`config.mk`:
```
export PLATFORM = sky130hd
export DESIGN_NAME = instr_encoder_flat
export DESIGN_NICKNAME = d
export VERILOG_FILES = /design/src/rtl/cpu_pkg.sv /design/src/rtl/instr_encoder_if.sv /design/src/rtl/instr_encoder.sv /design/src/flat_wrapper.sv
export SDC_FILE = /design/constraint.sdc
export NUM_CORES = 1
export LEC_CHECK = 0
export CELL_PAD_IN_SITES_DETAIL_PLACEMENT = 1
export CELL_PAD_IN_SITES_GLOBAL_PLACEMENT = 1
export CORE_ASPECT_RATIO = 1.2
export CORE_MARGIN = 2
export CORE_UTILIZATION = 32
export CTS_CLUSTER_DIAMETER = 200
export CTS_CLUSTER_SIZE = 25
export DETAILED_ROUTE_END_ITERATION = 7
export PLACE_DENSITY_LB_ADDON = 0.1
export SLEW_MARGIN = 0
export SYNTH_ARGS = -nofsm -noshare
export SYNTH_HDL_FRONTEND = slang
export SYNTH_SLANG_ARGS = --single-unit
```
`constraint.sdc`:
```
create_clock -name clk -period 5.3 [get_ports clk]
set_clock_uncertainty 0.15 [all_clocks]
set_input_delay 1.59 -clock clk [delete_from_list [all_inputs] [get_ports clk]]
set_output_delay 1.59 -clock clk [all_outputs]
set_load 0.05 [all_outputs]
```
`src/rtl/cpu_pkg.sv`:
```
// Shared CPU definitions: the ALU operation enum used by the decoder, ALU and instruction encoder.
package cpu_pkg;

  typedef enum logic [3:0] {
    ALU_ADD,
    ALU_SUB,
    ALU_SLL,
    ALU_SLT,
    ALU_SLTU,
    ALU_XOR,
    ALU_SRL,
    ALU_SRA,
    ALU_OR,
    ALU_AND,
    ALU_COPY_A,
    ALU_COPY_B,
    ALU_LUI,
    ALU_MUL,
    ALU_MULH,
    ALU_DIV
  } t_alu_op;

endpackage

```
`src/rtl/instr_encoder_if.sv`:
```
// Command channel into the instruction encoder and the instruction-memory write bus out of it.
interface instr_encoder_if;

  logic             cmd_valid;
  logic             cmd_ready;
  logic             cmd_is_imm;
  cpu_pkg::t_alu_op cmd_alu_op;
  logic [4:0]       cmd_rd;
  logic [4:0]       cmd_rs1;
  logic [4:0]       cmd_rs2;
  logic [31:0]      cmd_imm;
  logic             cmd_last;
  logic             imem_wr_en;
  logic [31:0]      imem_wr_addr;
  logic [31:0]      imem_wr_data;

  modport master (
    output cmd_valid, cmd_is_imm, cmd_alu_op, cmd_rd, cmd_rs1, cmd_rs2, cmd_imm, cmd_last,
    input  cmd_ready, imem_wr_en, imem_wr_addr, imem_wr_data
  );

  modport slave (
    input  cmd_valid, cmd_is_imm, cmd_alu_op, cmd_rd, cmd_rs1, cmd_rs2, cmd_imm, cmd_last,
    output cmd_ready, imem_wr_en, imem_wr_addr, imem_wr_data
  );

endinterface

```
`src/rtl/instr_encoder.sv`:
```
// Encodes RV32I R-type / I-type ALU commands into instruction words and writes them
// sequentially into instruction memory, under an IDLE/RUN/DONE/ERR program FSM.
module instr_encoder
  import cpu_pkg::*;
#(
  parameter logic [31:0] BASE_ADDR = 32'h0000_0000,
  parameter int          DEPTH     = 1024
) (
  input  logic                         clk,
  input  logic                         rst,
  input  logic                         start,
  instr_encoder_if.slave               bus,
  output logic                         busy,
  output logic                         done,
  output logic                         err,
  output logic [1:0]                   err_code,
  output logic [$clog2(DEPTH+1)-1:0]   word_count
);

  localparam int CW = $clog2(DEPTH+1);

  localparam logic [6:0] OPC_R = 7'b0110011;
  localparam logic [6:0] OPC_I = 7'b0010011;

  typedef enum logic [1:0] {S_IDLE, S_RUN, S_DONE, S_ERR} t_state;

  typedef enum logic [1:0] {
    E_NONE = 2'b00,
    E_OP   = 2'b01,
    E_IMM  = 2'b10,
    E_OVF  = 2'b11
  } t_err;

  t_state      state_q, state_d;
  t_err        err_q;
  t_err        enc_err;
  logic [31:0] enc_word;
  logic [2:0]  funct3;
  logic [6:0]  funct7;
  logic        op_legal;
  logic        is_shift;
  logic        imm_ok;
  logic        accept;
  logic        restart;

  assign accept  = bus.cmd_valid && (state_q == S_RUN);
  assign restart = start && (state_q != S_RUN);

  // Field encoding and error classification of the command currently on the bus.
  // NOTE: every signal driven here gets a default first, so no path can leave it
  // unassigned and infer a latch.
  always_comb begin
    funct3   = 3'b000;
    funct7   = 7'b0000000;
    op_legal = 1'b1;
    is_shift = 1'b0;
    case (bus.cmd_alu_op)
      ALU_ADD:  funct3 = 3'b000;
      ALU_SUB:  begin funct3 = 3'b000; funct7 = 7'b0100000; op_legal = !bus.cmd_is_imm; end
      ALU_SLL:  begin funct3 = 3'b001; is_shift = 1'b1; end
      ALU_SLT:  funct3 = 3'b010;
      ALU_SLTU: funct3 = 3'b011;
      ALU_XOR:  funct3 = 3'b100;
      ALU_SRL:  begin funct3 = 3'b101; is_shift = 1'b1; end
      ALU_SRA:  begin funct3 = 3'b101; funct7 = 7'b0100000; is_shift = 1'b1; end
      ALU_OR:   funct3 = 3'b110;
      ALU_AND:  funct3 = 3'b111;
      default:  op_legal = 1'b0;
    endcase

    // Unsigned compare also rejects negative shift amounts.
    if (is_shift) imm_ok = (bus.cmd_imm <= 32'd31);
    else          imm_ok = ($signed(bus.cmd_imm) >= -32'sd2048) && ($signed(bus.cmd_imm) <= 32'sd2047);

    if (!bus.cmd_is_imm)
      enc_word = {funct7, bus.cmd_rs2, bus.cmd_rs1, funct3, bus.cmd_rd, OPC_R};
    else if (is_shift)
      enc_word = {funct7, bus.cmd_imm[4:0], bus.cmd_rs1, funct3, bus.cmd_rd, OPC_I};
    else
      enc_word = {bus.cmd_imm[11:0], bus.cmd_rs1, funct3, bus.cmd_rd, OPC_I};

    if (word_count == CW'(DEPTH))        enc_err = E_OVF;
    else if (!op_legal)                  enc_err = E_OP;
    else if (bus.cmd_is_imm && !imm_ok)  enc_err = E_IMM;
    else                                 enc_err = E_NONE;
  end

  // NOTE: sequential state uses non-blocking assignments so every register samples
  // the pre-edge values, independent of block ordering.
  always_ff @(posedge clk or posedge rst) begin
    if (rst) state_q <= S_IDLE;
    else     state_q <= state_d;
  end

  always_comb begin
    state_d = state_q;
    case (state_q)
      S_IDLE, S_DONE, S_ERR: if (start) state_d = S_RUN;
      S_RUN: begin
        if (accept) begin
          if (enc_err != E_NONE) state_d = S_ERR;
          else if (bus.cmd_last) state_d = S_DONE;
        end
      end
      default: state_d = S_IDLE;
    endcase
  end

  // Registered write stage; the write address is derived from the pre-increment count.
  always_ff @(posedge clk or posedge rst) begin
    if (rst) begin
      bus.imem_wr_en   <= 1'b0;
      bus.imem_wr_addr <= BASE_ADDR;
      bus.imem_wr_data <= 32'h0;
      word_count       <= '0;
      err_q            <= E_NONE;
    end else begin
      bus.imem_wr_en <= 1'b0;
      if (restart) begin
        bus.imem_wr_addr <= BASE_ADDR;
        word_count       <= '0;
        err_q            <= E_NONE;
      end else if (accept) begin
        if (enc_err == E_NONE) begin
          bus.imem_wr_en   <= 1'b1;
          bus.imem_wr_addr <= BASE_ADDR + (32'(word_count) << 2);
          bus.imem_wr_data <= enc_word;
          word_count       <= word_count + CW'(1);
        end else begin
          err_q <= enc_err;
        end
      end
    end
  end

  assign busy          = (state_q == S_RUN);
  assign done          = (state_q == S_DONE);
  assign err           = (state_q == S_ERR);
  assign err_code      = err_q;
  assign bus.cmd_ready = busy;

endmodule

```
`src/flat_wrapper.sv`:
```
// flat-port wrapper written by rule: the top's interface ports become plain ports
module instr_encoder_flat import cpu_pkg::*;
#(
  parameter logic [31:0] BASE_ADDR = 32'h0000_0000,
  parameter int          DEPTH     = 1024
)
  (clk, rst, start, busy, done, err, err_code, word_count, bus_cmd_valid, bus_cmd_is_imm, bus_cmd_alu_op, bus_cmd_rd, bus_cmd_rs1, bus_cmd_rs2, bus_cmd_imm, bus_cmd_last, bus_cmd_ready, bus_imem_wr_en, bus_imem_wr_addr, bus_imem_wr_data);
  instr_encoder_if bus_i ();
  input  logic clk;
  input  logic rst;
  input  logic start;
  output logic busy;
  output logic done;
  output logic err;
  output logic [1:0] err_code;
  output logic [$clog2(DEPTH+1)-1:0] word_count;
  input wire logic [$bits(bus_i.cmd_valid)-1:0] bus_cmd_valid;
  input wire logic [$bits(bus_i.cmd_is_imm)-1:0] bus_cmd_is_imm;
  input wire logic [$bits(bus_i.cmd_alu_op)-1:0] bus_cmd_alu_op;
  input wire logic [$bits(bus_i.cmd_rd)-1:0] bus_cmd_rd;
  input wire logic [$bits(bus_i.cmd_rs1)-1:0] bus_cmd_rs1;
  input wire logic [$bits(bus_i.cmd_rs2)-1:0] bus_cmd_rs2;
  input wire logic [$bits(bus_i.cmd_imm)-1:0] bus_cmd_imm;
  input wire logic [$bits(bus_i.cmd_last)-1:0] bus_cmd_last;
  output wire logic [$bits(bus_i.cmd_ready)-1:0] bus_cmd_ready;
  output wire logic [$bits(bus_i.imem_wr_en)-1:0] bus_imem_wr_en;
  output wire logic [$bits(bus_i.imem_wr_addr)-1:0] bus_imem_wr_addr;
  output wire logic [$bits(bus_i.imem_wr_data)-1:0] bus_imem_wr_data;
  assign bus_i.cmd_valid = bus_cmd_valid;
  assign bus_i.cmd_is_imm = bus_cmd_is_imm;
  assign bus_i.cmd_alu_op = bus_cmd_alu_op;
  assign bus_i.cmd_rd = bus_cmd_rd;
  assign bus_i.cmd_rs1 = bus_cmd_rs1;
  assign bus_i.cmd_rs2 = bus_cmd_rs2;
  assign bus_i.cmd_imm = bus_cmd_imm;
  assign bus_i.cmd_last = bus_cmd_last;
  assign bus_cmd_ready = bus_i.cmd_ready;
  assign bus_imem_wr_en = bus_i.imem_wr_en;
  assign bus_imem_wr_addr = bus_i.imem_wr_addr;
  assign bus_imem_wr_data = bus_i.imem_wr_data;
  instr_encoder #(.BASE_ADDR(BASE_ADDR), .DEPTH(DEPTH)) u_core (.clk(clk), .rst(rst), .start(start), .bus(bus_i), .busy(busy), .done(done), .err(err), .err_code(err_code), .word_count(word_count));
endmodule
```
==> reports/metrics.cfg <==
[clock_tree]
cts_buffers=5
cts_tree=yes
cts_setup_buffers=0
clock_latency_ns=0.31
cts_root_buf=clkbuf_8
post_cts_resized=0
cts_hold_buf=0
path_clk_slew_ns=0.09
clock_sinks=54
cts_buffer_depth=2
cts_max_level=2

[global_routing]
grt_pass1_wl_um=13920
grt_max_degree=36
antenna_found_initial=0
grt_usage_pct=17.53
grt_remaining_overflow=0
grt_pass1_vias=2831

[layout]
drive_gt1_share_pct=8.029
syn2layout_area_growth_pct=41.47
antenna_cells=0
fillCellCount=1064
final_net_count=470
final_cells=531

[timing]
worstMarginPinSlew_ns=0.9459
final_hold_viol_count=0
maxSlewViolCount=0
maxSlewHeadroom_pct=36.87
finalCritPeriodShare_pct=78.18
setup_viol=0
period_needed_ns=4.144
setup_tns_ns=0
holdWs_ns=0.3640
fmax_ghz=0.2413
rsz0062_at_grt=false

[pwr]
p_leak_nw=1.684
power_density_mw_per_mm2=372.8
p_comb_share_pct=49.1
p_int_w=0.0008373
swShare_pct=45.36
p_clk_share_pct=14.7
power_frac_seq_pct=36.1
peakVddDrop_mv=0.2653
p_sw_w=0.0006951

[worst_setup_path]
crit_chain=clkdlybuf4s50_1 -> nand2b_1 -> a311oi_1 -> a22oi_1 -> o21a_1 -> nor2_2 -> buf_4 -> mux2_2
worstSetupStartpoint=bus_cmd_alu_op[2]
arrival_ns=4.18
critPathMaxStageDelay_ns=0.54
end_kind=flip-flop
crit_type=input pin to flip-flop
worstPathRequired_ns=5.34
rrSetupSlack_ns=2.20
cp-endpoint=u_core.bus.imem_wr_data[10]
cp_max_fo=31
start_kind=input pin
reg2reg_to=u_core.bus.imem_wr_data[10]
reg2regPathDepth=9
r2r-start=u_core.word_count[0]
cp_slowest_cell=clkdlybuf4s50_1

[floorplanning]
design.core.area_sq_mm=0.008939
num_io_pins=139
start_util_pct=32.50
die_area_sq_mm=0.009860
rows=38
die_w_um=90.98
die_h_um=108.4

[synthesis]
ys.flop_type=dfrtp_1
ys_async_sr_fraction_pct=100.0
synth_area_leaders=dfrtp_1 (47%), buf_4 (7.0%), mux2_2 (5.4%)
yosysSeqAreaShare_pct=46.51
synthTopCellsByCount=dfrtp_1 (54), nand2_1 (29), buf_4 (27)
synth_edf_count=0
ys_seq_elements=54
yosys_warnings=0
yosys.area.top_type_share_pct=46.51
syn_area_sq_mm=0.002905
avgSynthCellArea_sq_um=9.402
yosysUniqueCellTypes=41
synthMostInstantiatedCell=dfrtp_1
yosysTopAreaCell=dfrtp_1
synth_cells=309

[routing]
via_per_inst=5.105
drt_iter0_drc=80
drc=0
first_pass_iters=4
vias=2711
wl_um=8662
wl_per_cell_um=16.31
antenna_left=0

[min_path]
hp-start=u_core.bus.imem_wr_data[15]
hold_path_class=flip-flop to flip-flop

[placed_design]
io_buffers=114
gp_congestion=0.7609
hpwl_um=6492
place_inst=524

[status]
status=finished clean

[flow_run]
maxCapViolCount=0

kinds of logic after synthesis:
family	synth area share [%]
fa+ha+maj	0.8612
buf+inv	10.94
compound gates	12.70
other cells	0.1291
simple gates	19.64
flops	46.51
mux	9.216
routing by layer:
metal | part of all wire [%] | track usage (%)
met2 | 53 | 31.48
met5 | 0 | 0
met3 | 4.8 | 3.275
met4 | 1.4 | 5.952
met1 | 41 | 21.11
flip-flops by register name (all words and copies together) (netlist names):
| name | flops |
|---|---|
| u_core.word_count | 11 |
| u_core.bus.imem_wr_addr | 11 |
| u_core.bus.imem_wr_data | 27 |
| u_core.err_code | 2 |
| u_core.bus.imem_wr_en | 1 |
| u_core.state_q | 2 |
worst min path at each step:
stage / slack [ns] / cells after the start / to
after detailed placement: 0.35 / 1 / u_core.bus.imem_wr_data[13]
after global routing: 0.39 / 1 / u_core.err_code[1]
after global placement: 0.34 / 1 / u_core.bus.imem_wr_data[30]
final: 0.36 / 1 / u_core.bus.imem_wr_data[15]
after CTS: 0.37 / 1 / u_core.bus.imem_wr_data[15]
after floorplan: 0.35 / 1 / u_core.state_q[0]
stage by stage:
stage / utilization, % / area [sq um] / power, W / setup WS (ns)
after detailed placement: 45.09 / 4030 / 0.001320 / 0.8029
after global routing: 45.98 / 4110 / 0.001607 / 0.9126
after global placement: 45.09 / 4030 / 0.001308 / 0.8550
final: 45.98 / 4110 / 0.001532 / 1.156
after CTS: 45.98 / 4110 / 0.001553 / 1.141
after floorplan: - / 2992 / 0.001058 / 1.715
area by class of cell:
| type | instances | area, sq um | share of cell area (%) |
|---|---|---|---|
| timing repair buffer | 118 | 1171 | 28.49 |
| multi-input combinational | 225 | 1331 | 32.39 |
| tap | 120 | 150.1 | 3.653 |
| sequential | 54 | 1351 | 32.88 |
| inverter | 7 | 26.28 | 0.6393 |
| clock inverter | 1 | 7.507 | 0.1826 |
| clock buffer | 6 | 72.57 | 1.766 |
power by group through the flow:
stage	clock, W	sequential (W)	combinational (W)
finish	0.000226	0.000554	0.000753
global route	0.000247	0.000566	0.000794
CTS	0.000237	0.000556	0.000760
detailed placement	0	0.000561	0.000758
global placement	0	0.000558	0.000750
floorplan	0	0.000833	0.000225
cells in the final DEF (no fill, tap or decap), types with 3 or more instances in the layout:
master,netlist,final
a21oi_1,19,19
and3_1,4,4
buf_4,27,4
clkbuf_8,0,5
clkdlybuf4s50_1,0,114
conb_1,1,24
dfrtp_1,54,54
inv_1,7,6
mux2_2,14,14
mux2i_1,11,11
nand2_1,29,29
nand2b_1,6,6
nand3_1,22,22
nand4_1,16,16
nor2_1,11,9
nor3_1,6,6
nor4_1,6,6
o21ai_0,26,25
o31ai_1,3,3
worst max-delay path: cells and delay by family:
family / cells / cell delay (ns)
AND/OR/NAND/NOR: 2 / 0.40
multiplexers: 1 / 0.38
buffers and inverters: 2 / 0.88
AO/OA/AOI/OAI: 3 / 0.91
No activity file was read; power rests on OpenSTA's default activity.
==> variant 1: new RTL, config.mk and constraints unchanged <==
`DEPTH` is set to 1024 in 2 places; all go to 4096.
--- a/src/rtl/instr_encoder.sv
+++ b/src/rtl/instr_encoder.sv
@@ -6,3 +6,3 @@
   parameter logic [31:0] BASE_ADDR = 32'h0000_0000,
-  parameter int          DEPTH     = 1024
+  parameter int          DEPTH     = 4096
 ) (
--- a/src/flat_wrapper.sv
+++ b/src/flat_wrapper.sv
@@ -4,3 +4,3 @@
   parameter logic [31:0] BASE_ADDR = 32'h0000_0000,
-  parameter int          DEPTH     = 1024
+  parameter int          DEPTH     = 4096
 )
Ports: changed (resized word_count); port bits go from 139 to 141. The function was not compared with the original's and may differ.
==> variant 1 against the unedited design <==
Setup slack improved by 0.0040 ns; first-iteration DRC count fell by 46%; synthesized area is 11% higher; cell area up 15%; count of clock-buffer cells in the layout rose by 6; power grew 41%; sequential cell count grew 4; critical path depth stayed put; wire length increased by 0.70%; synthesized cell count rose by 1.6%; critical endpoint is now u_core.bus.imem_wr_data[30].
==> variant 1: results (changes against the unedited design) <==
sw frac 0.376 (-0.0779); LEAKAGE 0.00206 µW (+22%); Syn Area/Cell 10.3 µm² (+9.3%); final setup fails 0 (unchanged); CP arrival 4.19 ns (about the same); Synth area leaders dfrtp_1, mux2_4, buf_4, mux2i_1, nand2_1; ys async rst share 1.00 (unchanged); largest net degree at the start of global routing 45 (+25%); DRT iter0 DRCs 43 (-46%); Skew-Pair Late Insertion Delay 0.32 ns; Buffers on Ports 118 (+3.5%); dpl cell area 0.00436 mm² (+8.2%); hold_sp u_core.bus.imem_wr_data[28]; synth unique cells 41 (unchanged); status finished, final reports clean; nets@finish 486 (+3.4%); Max Root-Sink Buffers 2 (unchanged); clk slew on worst S/H paths 0.05 ns (-0.04 ns); crit path max fanout 21 (-32%); Hold Slack 0.329 ns (-0.0345 ns); R2R setup slack 2.60 ns (+0.40 ns); RR Endpoint u_core.bus.imem_wr_data[30]; via count 2,722 (+0.41%); placed insts 542 (+3.4%); R2R Path Start u_core.word_count[0]; H-tree Lvls 3 (+1); VDD IR-drop max 267 µV (+0.73%); Least-Margin Pin Slew 0.937 ns (-0.00854 ns); GPL Wtd Cong 0.743 (-2.3%); dpl hpwl 6.51 mm (+0.34%); # resized after CTS 0 (unchanged); first-pass GRT wire length 14.2 mm (+1.9%); drt pass-1 iters 4 (unchanged); share of cells above drive strength 1 0.106 (+0.0262); Warnings, synthesis 0 (unchanged); Setup Buffers After CTS 0 (unchanged); fmax 0.242 GHz (about the same); Reg area 0.00145 mm² (+7.4%); crit path from bus_cmd_alu_op[3]; Avg WL per Cell 15.6 µm (-4.2%); vias in the first global route 2,862 (+1.1%); Largest regs u_core.bus.imem_wr_data x27, u_core.bus.imem_wr_addr x13, u_core.word_count x13; Total Routed Length 8.72 mm (+0.70%); Filler Cells Inserted 1,099 (+3.3%); root buf cell clkbuf_16; Placement Setup Slack 0.824 ns (+0.0210 ns); WHS Path Cells 1 (unchanged); gr usage total 0.168 (-0.00729); initial antenna violation count 0 (unchanged); Hold/Removal Path Class flop to flop; Seq/Total Area, Yosys 0.450 (-0.0155); Num CTS Buffers 9 (+4); commonest cells in the netlist dfrtp_1, nand2_1, buf_4, inv_1, mux2_4
variant 1: worst min-delay path by stage:
stage,end
after floorplan,u_core.state_q[0]
after global placement,u_core.bus.imem_wr_data[27]
after detailed placement,u_core.bus.imem_wr_data[27]
after CTS,u_core.bus.imem_wr_data[28]
after global routing,u_core.bus.imem_wr_data[28]
final,u_core.bus.imem_wr_data[28]
variant 1: cells by family after synthesis:
kind of cell / synth area share
flops: 0.450
mux: 0.154
buf+inv: 0.128
fa+ha+maj: 0.00775
other cells: 0.00116
compound gates: 0.0957
simple gates: 0.164
variant 1: layout make-up:
cell class,count,area share
Clock inverter,4,0.0207
Clock buffer,12,0.0544
Inverter,26,0.0218
Tap cell,126,0.0334
Sequential cell,58,0.308
Timing Repair Buffer,121,0.255
Multi-Input combinational cell,211,0.306
variant 1: worst max-delay path, stage by stage:
cell	delay, ns
clkdlybuf4s50_1	0.53
or4b_4	0.59
and3_4	0.20
a311oi_1	0.24
o211ai_1	0.15
or2_1	0.28
clkinv_4	0.22
mux2_2	0.37
variant 1: metal layers:
| layer | global-route usage | part of all wire | vias up |
|---|---|---|---|
| met4 | 0.0590 | 0.013 | 0 |
| met5 | 0 | 0 | - |
| met1 | 0.199 | 0.42 | 1342 |
| met3 | 0.0575 | 0.066 | 10 |
| li1 | - | - | 1285 |
| met2 | 0.281 | 0.50 | 85 |
variant 1: power by group through the flow:
| stage | clock network, µW | registers (µW) | logic, µW |
|---|---|---|---|
| 3_5_place_dp | 0 | 607 | 882 |
| 4_1_cts | 693 | 606 | 882 |
| 2_1_floorplan | 0 | 925 | 283 |
| 6_report | 678 | 604 | 873 |
| 5_1_grt | 721 | 620 | 916 |
| 3_3_place_gp | 0 | 610 | 868 |
==> variant 2: new RTL, same settings <==
Made on the original files. Encoding of `t_state`: now Gray code (2 bits for 4 states).
--- a/src/rtl/instr_encoder.sv
+++ b/src/rtl/instr_encoder.sv
@@ -24,3 +24,3 @@
 
-  typedef enum logic [1:0] {S_IDLE, S_RUN, S_DONE, S_ERR} t_state;
+  typedef enum logic [1:0] {S_IDLE = 2'b00, S_RUN = 2'b01, S_DONE = 2'b11, S_ERR = 2'b10} t_state;
 
Function: no difference found for any inputs over 4 cycles, from zero or initial values and one cycle with rst high; so few cycles prove little.
==> variant 2 against the unedited design <==
Fmax rose by 2.0%; setup slack improved by 0.082 ns; synthesized area rose by 1.4%; power rose by 30%; wire length fell by 10%; combinational power rose by 47%; cell area rose by 1.3%; largest cell class unchanged; sequential cell count did not move; critical path type unchanged.
==> variant 2: results (changes against the unedited design) <==
nets@finish 457 (-2.8%); vias in the first global route 2,612 (-7.7%); Syn Area/Cell 10.0 µm² (+6.6%); largest net degree at the start of global routing 69 (+92%); Total Routed Length 7.79 mm (-10%); synth unique cells 46 (+12%); drt pass-1 iters 4 (unchanged); status finished, final reports clean; Synth area leaders dfrtp_1, buf_4, mux2i_1, nor2_1, mux2_2; placed insts 511 (-2.5%); CP arrival 4.12 ns (-0.06 ns); critical path's top delay family simple AND/OR/NAND/NOR gates; share of cells above drive strength 1 0.0802 (-0.0000915); VDD IR-drop max 273 µV (+2.9%); GPL Wtd Cong 0.767 (+0.81%); Least-Margin Pin Slew 0.944 ns (-0.00176 ns); worst stage delay on the critical path 0.60 ns (+0.06 ns); gr usage total 0.158 (-0.0171); commonest cells in the netlist dfrtp_1, nor2_1, buf_4, mux2i_1, a21oi_1; dpl cell area 0.00405 mm² (+0.59%); first-pass GRT wire length 12.8 mm (-8.4%); dpl hpwl 5.80 mm (-11%); vias per inst 4.84 (-5.2%); Filler Cells Inserted 1,038 (-2.4%); Seq/Total Area, Yosys 0.459 (-0.00632); crit path max fanout 68 (+120%); final cell count without fillers 519 (-2.3%); Placement Setup Slack 0.903 ns (+0.100 ns); LEAKAGE 0.00177 µW (+5.1%)
-- variant 2: layer usage --
| layer | global-route usage | wire length [µm] |
|---|---|---|
| met4 | 0.0465 | 100 |
| met5 | 0 | 0 |
| met2 | 0.283 | 4060 |
| met3 | 0.0484 | 547 |
| met1 | 0.182 | 3090 |
-- variant 2: cells by family after synthesis --
| kind of cell | after synthesis | synth area share |
|---|---|---|
| buffers and inverters | 57 | 0.121 |
| muxes | 31 | 0.110 |
| and+or+nand+nor | 96 | 0.170 |
| AOI/OAI and AO/OA | 52 | 0.127 |
| xor gates and xnor gates | 1 | 0.00297 |
| adders and majority gates | 2 | 0.00849 |
| DFF | 54 | 0.459 |
| other | 1 | 0.00127 |
-- variant 2: final cells by class --
class	instances	area share
inverter	14	0.0126
tap	120	0.0361
multi-input combinational	206	0.318
clock inverter	2	0.00901
timing repair buffer	117	0.282
clock buffer	6	0.0174
sequential	54	0.325
-- variant 2: report_power, final --
group	switching, µW	internal, µW	leakage, µW
clock network	140	141	0.0000514
registers	71.4	531	0.000692
logic	734	381	0.00103
-- variant 2: path summary, 6_finish.rpt --
check | slack, ns | startpoint | cells past startpoint | to
setup / recovery | 1.24 | bus_cmd_alu_op[1] | 7 | u_core.bus.imem_wr_data[18]
min in group asynchronous | 1.65 | rst | 2 | u_core.bus.imem_wr_data[20]
hold / removal | 0.37 | u_core.bus.imem_wr_data[9] | 1 | u_core.bus.imem_wr_data[9]
hold reg to reg | 0.37 | u_core.bus.imem_wr_data[9] | 1 | u_core.bus.imem_wr_data[9]
setup reg to reg | 2.66 | u_core.word_count[0] | 8 | u_core.bus.imem_wr_data[18]
max in group asynchronous | 2.62 | rst | 3 | u_core.word_count[5]
